===== src/rtl/stable_matching_pkg.sv =====
// ============================================================================
// stable_matching_pkg : widths, FSM encoding and p_input packing helpers
// Revision 1.0
// ============================================================================
`default_nettype none

package stable_matching_pkg;

    // Ceiling log2, never below 1 so single-entry ranges still get a bit.
    function automatic int clog2f(input int v);
        int w;
        w = 1;
        while ((1 << w) < v) w++;
        return w;
    endfunction

    typedef enum logic [2:0] {
        ST_IDLE    = 3'd0,
        ST_LOAD    = 3'd1,
        ST_SCAN    = 3'd2,
        ST_PROPOSE = 3'd3,
        ST_DONE    = 3'd4
    } state_t;

    function automatic int a_bit(input int s, input int k, input int ks, input int logr);
        return (s * ks + k) * logr;
    endfunction

    function automatic int b_bit(input int r, input int k, input int s_n, input int ks,
                                 input int kr, input int logr, input int logs);
        return s_n * ks * logr + (r * kr + k) * logs;
    endfunction

endpackage

`default_nettype wire


===== src/rtl/sm_rank_lookup.sv =====
// ============================================================================
// sm_rank_lookup : position of a proposer within one receiver's preference list
// Revision 1.0
// ============================================================================
`default_nettype none

module sm_rank_lookup
    import stable_matching_pkg::*;
#(
    parameter  int Kr   = 12,
    parameter  int S    = 16,
    parameter  int logS = clog2f(S),
    localparam int RKW  = clog2f(Kr) + 1
) (
    input  logic [Kr*logS-1:0] i_prefs,
    input  logic [logS-1:0]    i_id,
    output logic               o_hit,
    output logic [RKW-1:0]     o_rank
);

    logic [Kr-1:0] w_eq;

    generate
        for (genvar k = 0; k < Kr; k++) begin : g_cmp
            assign w_eq[k] = (i_prefs[k*logS +: logS] == i_id);
        end
    endgenerate

    // Descending scan so the first occurrence of a duplicate entry wins.
    always_comb begin
        o_hit  = |w_eq;
        o_rank = '0;
        for (int k = Kr - 1; k >= 0; k--) begin
            if (w_eq[k]) o_rank = RKW'(k);
        end
    end

endmodule

`default_nettype wire


===== src/rtl/stable_matching_seq_ctrl.sv =====
// ============================================================================
// stable_matching_seq_ctrl : sequential Gale-Shapley engine, one proposal per SCAN/PROPOSE pair
// Revision 1.0
// ============================================================================
`default_nettype none

module stable_matching_seq_ctrl
    import stable_matching_pkg::*;
#(
    parameter  int S    = 16,
    parameter  int R    = S,
    parameter  int Ks   = 12,
    parameter  int Kr   = Ks,
    localparam int logS = clog2f(S),
    localparam int logR = clog2f(R),
    localparam int CW   = clog2f(S * Ks + 1)
) (
    input  logic                                 clk,
    input  logic                                 rst_n,
    input  logic                                 start,
    input  logic [S*Ks*logR+R*Kr*logS-1:0]       p_input,
    output logic                                 busy,
    output logic                                 done,
    output logic [R*logS-1:0]                    o,
    output logic [R-1:0]                         o_matched,
    output logic [CW-1:0]                        n_prop
);

    localparam int PW  = clog2f(Ks + 1);
    localparam int KIW = clog2f(Ks);
    localparam int RKW = clog2f(Kr) + 1;
    localparam logic [PW-1:0] c_ks    = PW'(Ks);
    localparam logic [logR:0] c_r_lim = (logR + 1)'(R);

    state_t             r_state;
    logic [logS-1:0]    r_cur;
    logic [PW-1:0]      r_ptr    [S];
    logic [S-1:0]       r_free;
    logic [logS-1:0]    r_holder [R];
    logic [RKW-1:0]     r_hrank  [R];
    logic [R-1:0]       r_matched;
    logic [CW-1:0]      r_nprop;
    logic               r_busy;
    logic               r_done;
    logic [logR-1:0]    r_pref_a [S][Ks];
    logic [logS-1:0]    r_pref_b [R][Kr];

    logic               w_accept;
    logic               w_found;
    logic [logS-1:0]    w_sel;
    logic [PW-1:0]      w_ptr_cur;
    logic [logR-1:0]    w_r;
    logic               w_r_ok;
    logic [logR-1:0]    w_r_idx;
    logic [Kr*logS-1:0] w_b_row;
    logic               w_hit;
    logic [RKW-1:0]     w_rank;

    assign w_accept  = start && (r_state == ST_IDLE || r_state == ST_DONE);
    assign w_ptr_cur = r_ptr[r_cur];
    assign w_r       = r_pref_a[r_cur][w_ptr_cur[KIW-1:0]];
    assign w_r_ok    = ({1'b0, w_r} < c_r_lim);
    assign w_r_idx   = w_r_ok ? w_r : '0;

    always_comb begin
        w_found = 1'b0;
        w_sel   = '0;
        for (int s = S - 1; s >= 0; s--) begin
            if (r_free[s] && (r_ptr[s] < c_ks)) begin
                w_found = 1'b1;
                w_sel   = logS'(s);
            end
        end
    end

    always_comb begin
        w_b_row = '0;
        for (int k = 0; k < Kr; k++) begin
            w_b_row[k*logS +: logS] = r_pref_b[w_r_idx][k];
        end
    end

    sm_rank_lookup #(
        .Kr   (Kr),
        .S    (S),
        .logS (logS)
    ) u_rank (
        .i_prefs (w_b_row),
        .i_id    (r_cur),
        .o_hit   (w_hit),
        .o_rank  (w_rank)
    );

    // Preference stores are pure data; they are only meaningful after a start.
    always_ff @(posedge clk) begin
        if (w_accept) begin
            for (int s = 0; s < S; s++)
                for (int k = 0; k < Ks; k++)
                    r_pref_a[s][k] <= p_input[a_bit(s, k, Ks, logR) +: logR];
            for (int r = 0; r < R; r++)
                for (int k = 0; k < Kr; k++)
                    r_pref_b[r][k] <= p_input[b_bit(r, k, S, Ks, Kr, logR, logS) +: logS];
        end
    end

    always_ff @(posedge clk or negedge rst_n) begin
        if (!rst_n) begin
            r_state   <= ST_IDLE;
            r_cur     <= '0;
            r_free    <= '0;
            r_matched <= '0;
            r_nprop   <= '0;
            r_busy    <= 1'b0;
            r_done    <= 1'b0;
            for (int s = 0; s < S; s++) r_ptr[s] <= '0;
            for (int r = 0; r < R; r++) begin
                r_holder[r] <= '0;
                r_hrank[r]  <= '0;
            end
        end else begin
            r_done <= 1'b0;
            case (r_state)
                ST_IDLE, ST_DONE: begin
                    if (start) begin
                        r_state <= ST_LOAD;
                        r_busy  <= 1'b1;
                    end
                end
                ST_LOAD: begin
                    r_free    <= '1;
                    r_matched <= '0;
                    r_nprop   <= '0;
                    for (int s = 0; s < S; s++) r_ptr[s] <= '0;
                    for (int r = 0; r < R; r++) begin
                        r_holder[r] <= '0;
                        r_hrank[r]  <= '0;
                    end
                    r_state <= ST_SCAN;
                end
                ST_SCAN: begin
                    if (w_found) begin
                        r_cur   <= w_sel;
                        r_state <= ST_PROPOSE;
                    end else begin
                        r_busy  <= 1'b0;
                        r_done  <= 1'b1;
                        r_state <= ST_DONE;
                    end
                end
                ST_PROPOSE: begin
                    r_ptr[r_cur] <= w_ptr_cur + PW'(1);
                    r_nprop      <= r_nprop + CW'(1);
                    // A displaced holder keeps its pointer and resumes from its next choice.
                    if (w_r_ok && w_hit &&
                        (!r_matched[w_r_idx] || (w_rank < r_hrank[w_r_idx]))) begin
                        if (r_matched[w_r_idx]) r_free[r_holder[w_r_idx]] <= 1'b1;
                        r_holder[w_r_idx]  <= r_cur;
                        r_hrank[w_r_idx]   <= w_rank;
                        r_matched[w_r_idx] <= 1'b1;
                        r_free[r_cur]      <= 1'b0;
                    end
                    r_state <= ST_SCAN;
                end
                default: r_state <= ST_IDLE;
            endcase
        end
    end

    generate
        for (genvar r = 0; r < R; r++) begin : g_out
            assign o[r*logS +: logS] = r_holder[r];
        end
    endgenerate

    assign busy      = r_busy;
    assign done      = r_done;
    assign o_matched = r_matched;
    assign n_prop    = r_nprop;

endmodule

`default_nettype wire


===== config.mk =====
export PLATFORM = sky130hd
export DESIGN_NAME = stable_matching_seq_ctrl
export DESIGN_NICKNAME = d
export VERILOG_FILES = /design/src/rtl/stable_matching_pkg.sv /design/src/rtl/sm_rank_lookup.sv /design/src/rtl/stable_matching_seq_ctrl.sv
export SDC_FILE = /design/constraint.sdc
export NUM_CORES = 2
export LEC_CHECK = 0
export ABC_AREA = 1
export CAP_MARGIN = 20
export CELL_PAD_IN_SITES_DETAIL_PLACEMENT = 1
export CELL_PAD_IN_SITES_GLOBAL_PLACEMENT = 2
export CORE_AREA = 2 2 638 640
export DETAILED_ROUTE_END_ITERATION = 6
export DIE_AREA = 0 0 640 642
export PLACE_DENSITY_LB_ADDON = 0.25
export SLEW_MARGIN = 10
export SYNTH_ARGS = -nofsm -noshare
export SYNTH_HDL_FRONTEND = slang
export SYNTH_SLANG_ARGS = --single-unit
export TNS_END_PERCENT = 50

===== constraint.sdc =====
create_clock -name clk -period 33.1 [get_ports clk]
set_input_delay 6.62 -clock clk [delete_from_list [all_inputs] [get_ports clk]]
set_output_delay 6.62 -clock clk [all_outputs]
set_load 0.02 [all_outputs]

Word-level counts from Yosys, hierarchy flattened
Memories as Yosys holds them, arrays and structs flattened. Cells that the tools add are included.

Bitwise gates (word level): 7. Magnitude comparators: 28. Muxes and demuxes: 96. Reductions and logical operators: 35. Div/mod/pow operators: 0. Eq/ne operators: 19. Shifts and indexed selects: 0. Multiply operators: 0. $add $sub $neg: 2.

Operators by type and width (number): case mux 64 bit (2 select lines) (2); case mux 80 bit (2 select lines) (1); two-way mux 4 bit (36); bitwise mux 64 bit (2); bitwise mux 80 bit (1); two-way mux 16 bit (5); two-way mux 80 bit (1); less-than comparator 4 bit (second input constant) (16); two-way mux 64 bit (1); case mux 16 bit (2 select lines) (2); binary-select mux 4 bit (select 4 bit) (3); == test 4 bit (12); demux 4 bit (select 4 bit) (2); OR 16 bit (2); two-way mux 1 bit (26); logical AND 1 bit (23); binary-select mux 5 bit (select 4 bit) (1); demux 5 bit (select 4 bit) (1); bitwise AND 16 bit (1); NOT 16 bit (1); case mux 8 bit (2 select lines) (1); greater-or-equal comparator 5 bit (second input constant) (3); less-than comparator 4 x 5 -> 1 bit (second input constant) (3); two-way mux 5 bit (3); other kinds (23) (38).

Bits in writable memories: 1536. Bits in latches: 0. Output and inout bits: 90. Input port bits: 1539. Memories kept: 2. Word-level logic and storage cells: 244. Register bits: 257. Memory bits (read-only): 0.

Memories: r_pref_a (depth 16, width 48, rd ports 1, clocked after Yosys merged registers in 0, write ports 16, line stable_matching_seq_ctrl.sv:45) `logic [logR-1:0] r_pref_a [S][Ks];`; r_pref_b (depth 16, width 48, rd ports 1, clocked after Yosys merged registers in 0, write ports 16, line stable_matching_seq_ctrl.sv:46) `logic [logS-1:0] r_pref_b [R][Kr];`.

Longest topological paths before layout
An unclocked memory read counts as a cell.

Depth after elaboration: 30. Depth in mapped cells: 52. Mapped depth without buffers: 46.

Modules after synthesis
From an unflattened synthesis, not the netlist that was laid out.

Cell total of the unflattened synthesis: 5710. Area total of the unflattened synthesis: 71534.9 um^2.

By module, submodules not included: stable_matching_seq_ctrl (instances 1, cells an instance 5588, seq. area each 52555.4 um^2, area an instance 70735.3 um^2); sm_rank_lookup (instances 1, cells an instance 122, seq. area each 0.0 um^2, area an instance 799.5 um^2).

Worst setup path after synthesis
No wires, ideal clock.

Path type: in2reg. From: input port start. To: memory r_pref_a[0][0] (netlist name), enable pin. Stages on the path: 2. Path slack: -5.088 ns. Arrival time: 36.319 ns. Library setup time: 1.869 ns. Path buffers: 0. Data required time: 31.231 ns. Cell sequence: nand2_1 inv_1.

RTL lines: from (decl) (line stable_matching_seq_ctrl.sv:20) `input logic start,`; to (decl) (line stable_matching_seq_ctrl.sv:45).

Worst setup path after layout
From: register r_cur[1]. To: register r_holder (netlist bit o[2]).

Cells in the longest elaborated chain, start to end: 27. Elaborated cells between the ends (all ways): 55.

Ends and longest elaborated chain: from (decl) (line stable_matching_seq_ctrl.sv:36) `logic [logS-1:0] r_cur;`; from (signal assigned) (line stable_matching_seq_ctrl.sv:142) `r_cur <= w_sel;`; NOT 4 -> 5 bit (implied by the code) (line stable_matching_seq_ctrl.sv:60) `assign w_ptr_cur = r_ptr[r_cur];`; binary-select mux 4 bit (select 4 bit) (line stable_matching_seq_ctrl.sv:60); two-way mux 4 bit (implied by the code) (2 in series) (line stable_matching_seq_ctrl.sv:60); NOT 4 -> 5 bit (implied by the code) (line stable_matching_seq_ctrl.sv:61) `assign w_r = r_pref_a[r_cur][w_ptr_cur[KIW-1:0]];`; binary-select mux 4 bit (select 4 bit) (line stable_matching_seq_ctrl.sv:61); two-way mux 4 bit (implied by the code) (2 in series) (line stable_matching_seq_ctrl.sv:61); memory read (16 x 48 bit); == test 4 bit (line sm_rank_lookup.sv:25) `assign w_eq[k] = (i_prefs[k*logS +: logS] == i_id);`; two-way mux 4 bit (12 in series) (line sm_rank_lookup.sv:34) `if (w_eq[k]) o_rank = RKW'(k);`; less-than comparator 5 bit (line stable_matching_seq_ctrl.sv:155) `(!r_matched[w_r_idx] || (w_rank < r_hrank[w_r_idx]))) begin`; logical OR 1 bit (line stable_matching_seq_ctrl.sv:155); logical AND 1 bit (line stable_matching_seq_ctrl.sv:154) `if (w_r_ok && w_hit &&`; != test 2 bit (no line); AND reduction 2 bit (no line); to (signal, indexed assignment) (line stable_matching_seq_ctrl.sv:157) `r_holder[w_r_idx] <= r_cur;`; to (decl) (line stable_matching_seq_ctrl.sv:39) `logic [logS-1:0] r_holder [R];`.

Parallel ways exist; a longest one is shown, timed or not. The select of a mux whose other input is x is not followed. A chain may end at the register's enable or synchronous reset.

==> reports/results.tsv <==
stage	metric	value	unit
timing	fin_setup_tns	0	ns
timing	setup_viol	0	
timing	fin_skew	0.111	ns
floorplan	fp.dieH	642	um
route	vias_per_cell	4.15	
synth	yosys.area.top_type	edfxtp_1	
timing	timing.final.crit_share	41.4	%
timing	finalCriticalPeriod	13.69	ns
status	status	completed	
synth	synth_seq_cells	1777	
route	drt-wirelength-per-cell	28.7	um
clock_tree	cts.htree.levels	4	
synth	yosysWarnings	0	
synth	synth_nets	7346	
hold_path	hp-class	reg2reg	
worst_setup_path	cp_data_arrival_time	14.44	ns
global_route	antenna_found_initial	245	
clock_tree	ctsRootBufferMaster	clkbuf_16	
place	place_congestion	0.857	
worst_setup_path	crit_required	33.84	ns
synth	ys_top_cells_by_area	edfxtp_1 65%, dfrtp_1 8.5%, nand2_1 8.4%	
floorplan	num_rows	234	
floorplan	dieArea	411000	sq um
floorplan	die_w	640	um
global_route	grt_max_degree	179	
place	dpl_cell_area	93400	sq um
route	vias	54400	
timing	fmaxAchievable	73.0	MHz
synth	synthCells	5802	
clock_tree	post-cts-setup-buffer-count	0	
synth	synth.avg_cell_area	12.2	sq um
floorplan	ios	1629	
worst_setup_path	cp-end-kind	flip-flop	
route	antenna_left	0	
clock_tree	clk_latency	0.96	ns
clock_tree	cts_sinks	1777	
synth	syn_area	71000	sq um
timing	final_max_slew_viol_count	0	
clock_tree	ctsHoldBuffers	0	
worst_setup_path	path_class	reg2reg	
route	first_pass_iters	5	
place	io_buffer_count	1628	
timing	tightest_slew	1.13	ns
clock_tree	cts_buffers	224	
route	wl	376000	um
worst_setup_path	worst_path_most_repeated_cell	nand2_1	
worst_setup_path	startpoint_type	flip-flop	
layout	final_area	101000	sq um
flow_run	maxCapViolations	0	
floorplan	start_util	17.6	%
global_route	overflow	0	
route	drc	0	
synth	yosysTopAreaCellShare	64.9	%
layout	layout-drive-gt1-share	6.43	%
layout	area_growth	42.2	%
clock_tree	cts_resized	0	
route	drt-initial-drc-count	4602	
worst_setup_path	cpPeakStageDelay	0.87	ns
worst_setup_path	path_max_fanout	88	
layout	final_nets	8976	
clock_tree	tritoncts	built	
floorplan	coreArea	404000	sq um
worst_setup_path	slowest_stage	dfrtp_4	
synth	synth_seq_area_share	73.4	%
global_route	grt_pass1_vias	56500	
timing	hold_viol_final	0	
clock_tree	clk_pin_slew	0.06	ns
global_route	grt_use_total	17.7	%
timing	slew_headroom	24.9	%
timing	rsz0062_at_grt	no	
synth	post_synth_num_cell_types	48	
global_route	grt_pass1_wl	501000	um
place	place.detailed.hpwl	279000	um
timing	setup_slack	19.41	ns
place	pre_cts_ws	19.27	ns
clock_tree	clock_path_buffers	4	
final timing paths:
kind	from	to	slack, ns	cells after the start
max	r_cur[1]	o[2]	19.41	42
min	r_hrank[51]	r_hrank[51]	0.47	2
max reg2reg	r_cur[1]	o[2]	19.41	42
min reg2reg	r_hrank[51]	r_hrank[51]	0.47	2
max in group asynchronous	rst_n	r_cur[3]	25.76	2
min in group asynchronous	rst_n	n_prop[7]	5.76	1
critical path, delay by kind of cell (launching register included):
family	cells	cell delay, ns
xor gates and xnor gates	1	0.19
buffers and inverters	12	5.14
DFF	1	0.87
and+or+nand+nor	24	5.32
AOI/OAI and AO/OA	4	1.00
adders and majority gates	1	0.32
cell usage after synthesis (all sizes together):
cell type  number
o21ai         387
nor4            2
a31oi           6
a32o            1
ha              5
buf           231
nor2          409
edfxtp       1536
nor3           11
a211oi          1
a22oi         154
xor2           25
or3             2
a22o            1
dfrtp         241
o211ai         11
a21oi          51
o31ai           3
a221oi          1
inv           239
clkbuf         80
or2             3
and3            1
xnor2           1
clkinv          1
nand2        1609
a211o           3
nand3         219
o22a            1
nand3b         41
a21boi          1
o22ai         455
o21a            1
o21bai          4
nand4          65
cells in the final DEF, fill, tap and decap left out, types with 35 or more instances in the layout:
cell / Yosys / routed
clkbuf_1: 80 / 35
nand3_1: 219 / 218
buf_4: 59 / 79
o21ai_1: 129 / 131
nand3b_1: 41 / 41
o21ai_0: 258 / 256
nand4_1: 64 / 64
edfxtp_1: 1536 / 1536
nand2_1: 1596 / 1592
clkinv_2: 0 / 49
a22oi_1: 154 / 154
clkdlybuf4s50_1: 0 / 1627
o22ai_1: 455 / 455
a21oi_1: 51 / 51
clkbuf_16: 0 / 225
clkinv_1: 1 / 41
dfrtp_1: 241 / 237
diode_2: 0 / 77
nor2_1: 403 / 396
inv_1: 222 / 217
metal layers:
metal  GRT usage (%)  routed length (um)
met1            23.4              165000
met2            29.0              178000
met3            3.89               23900
met4            4.81                8520
met5               0                 631
final cells by class:
class                   instances  area [sq um]
well taps                    5428          6790
multi-input cells            3474         16500
inverters                     240           927
clock buffers                 263          5800
fillers                     44800        303000
flip-flops and latches       1777         52200
repair buffers               1715         17100
clock inverters               149          1580
diodes                         77           193
registers in the layout, indices dropped and copies added, names as in the netlist, 8 cells and up:
signal,count
r_ptr,64
r_pref_b,768
o,64
r_hrank,64
o_matched,16
n_prop,8
r_free,16
r_pref_a,768
kinds of logic after synthesis:
| logic type | count (synthesis) | share of synthesized area [%] |
|---|---|---|
| AO/OA/AOI/OAI | 1081 | 9.09 |
| buffers and inverters | 551 | 3.57 |
| adder cells (fa/ha/maj) | 5 | 0.0881 |
| flip-flops | 1777 | 73.4 |
| XOR/XNOR | 26 | 0.321 |
| AND/OR/NAND/NOR | 2362 | 13.5 |
stage by stage:
step                      instances  util, %  hold WS [ns]
after floorplan                5802        -         0.442
after global placement        12600     23.1         0.456
after detailed placement      12600     23.1         0.459
after CTS                     13000     24.9         0.473
after global routing          13100     25.0         0.500
final                         13100     25.0         0.475
Power is not shown: default switching activity piles up to over one toggle a cycle in this logic, so the estimate is an artifact.
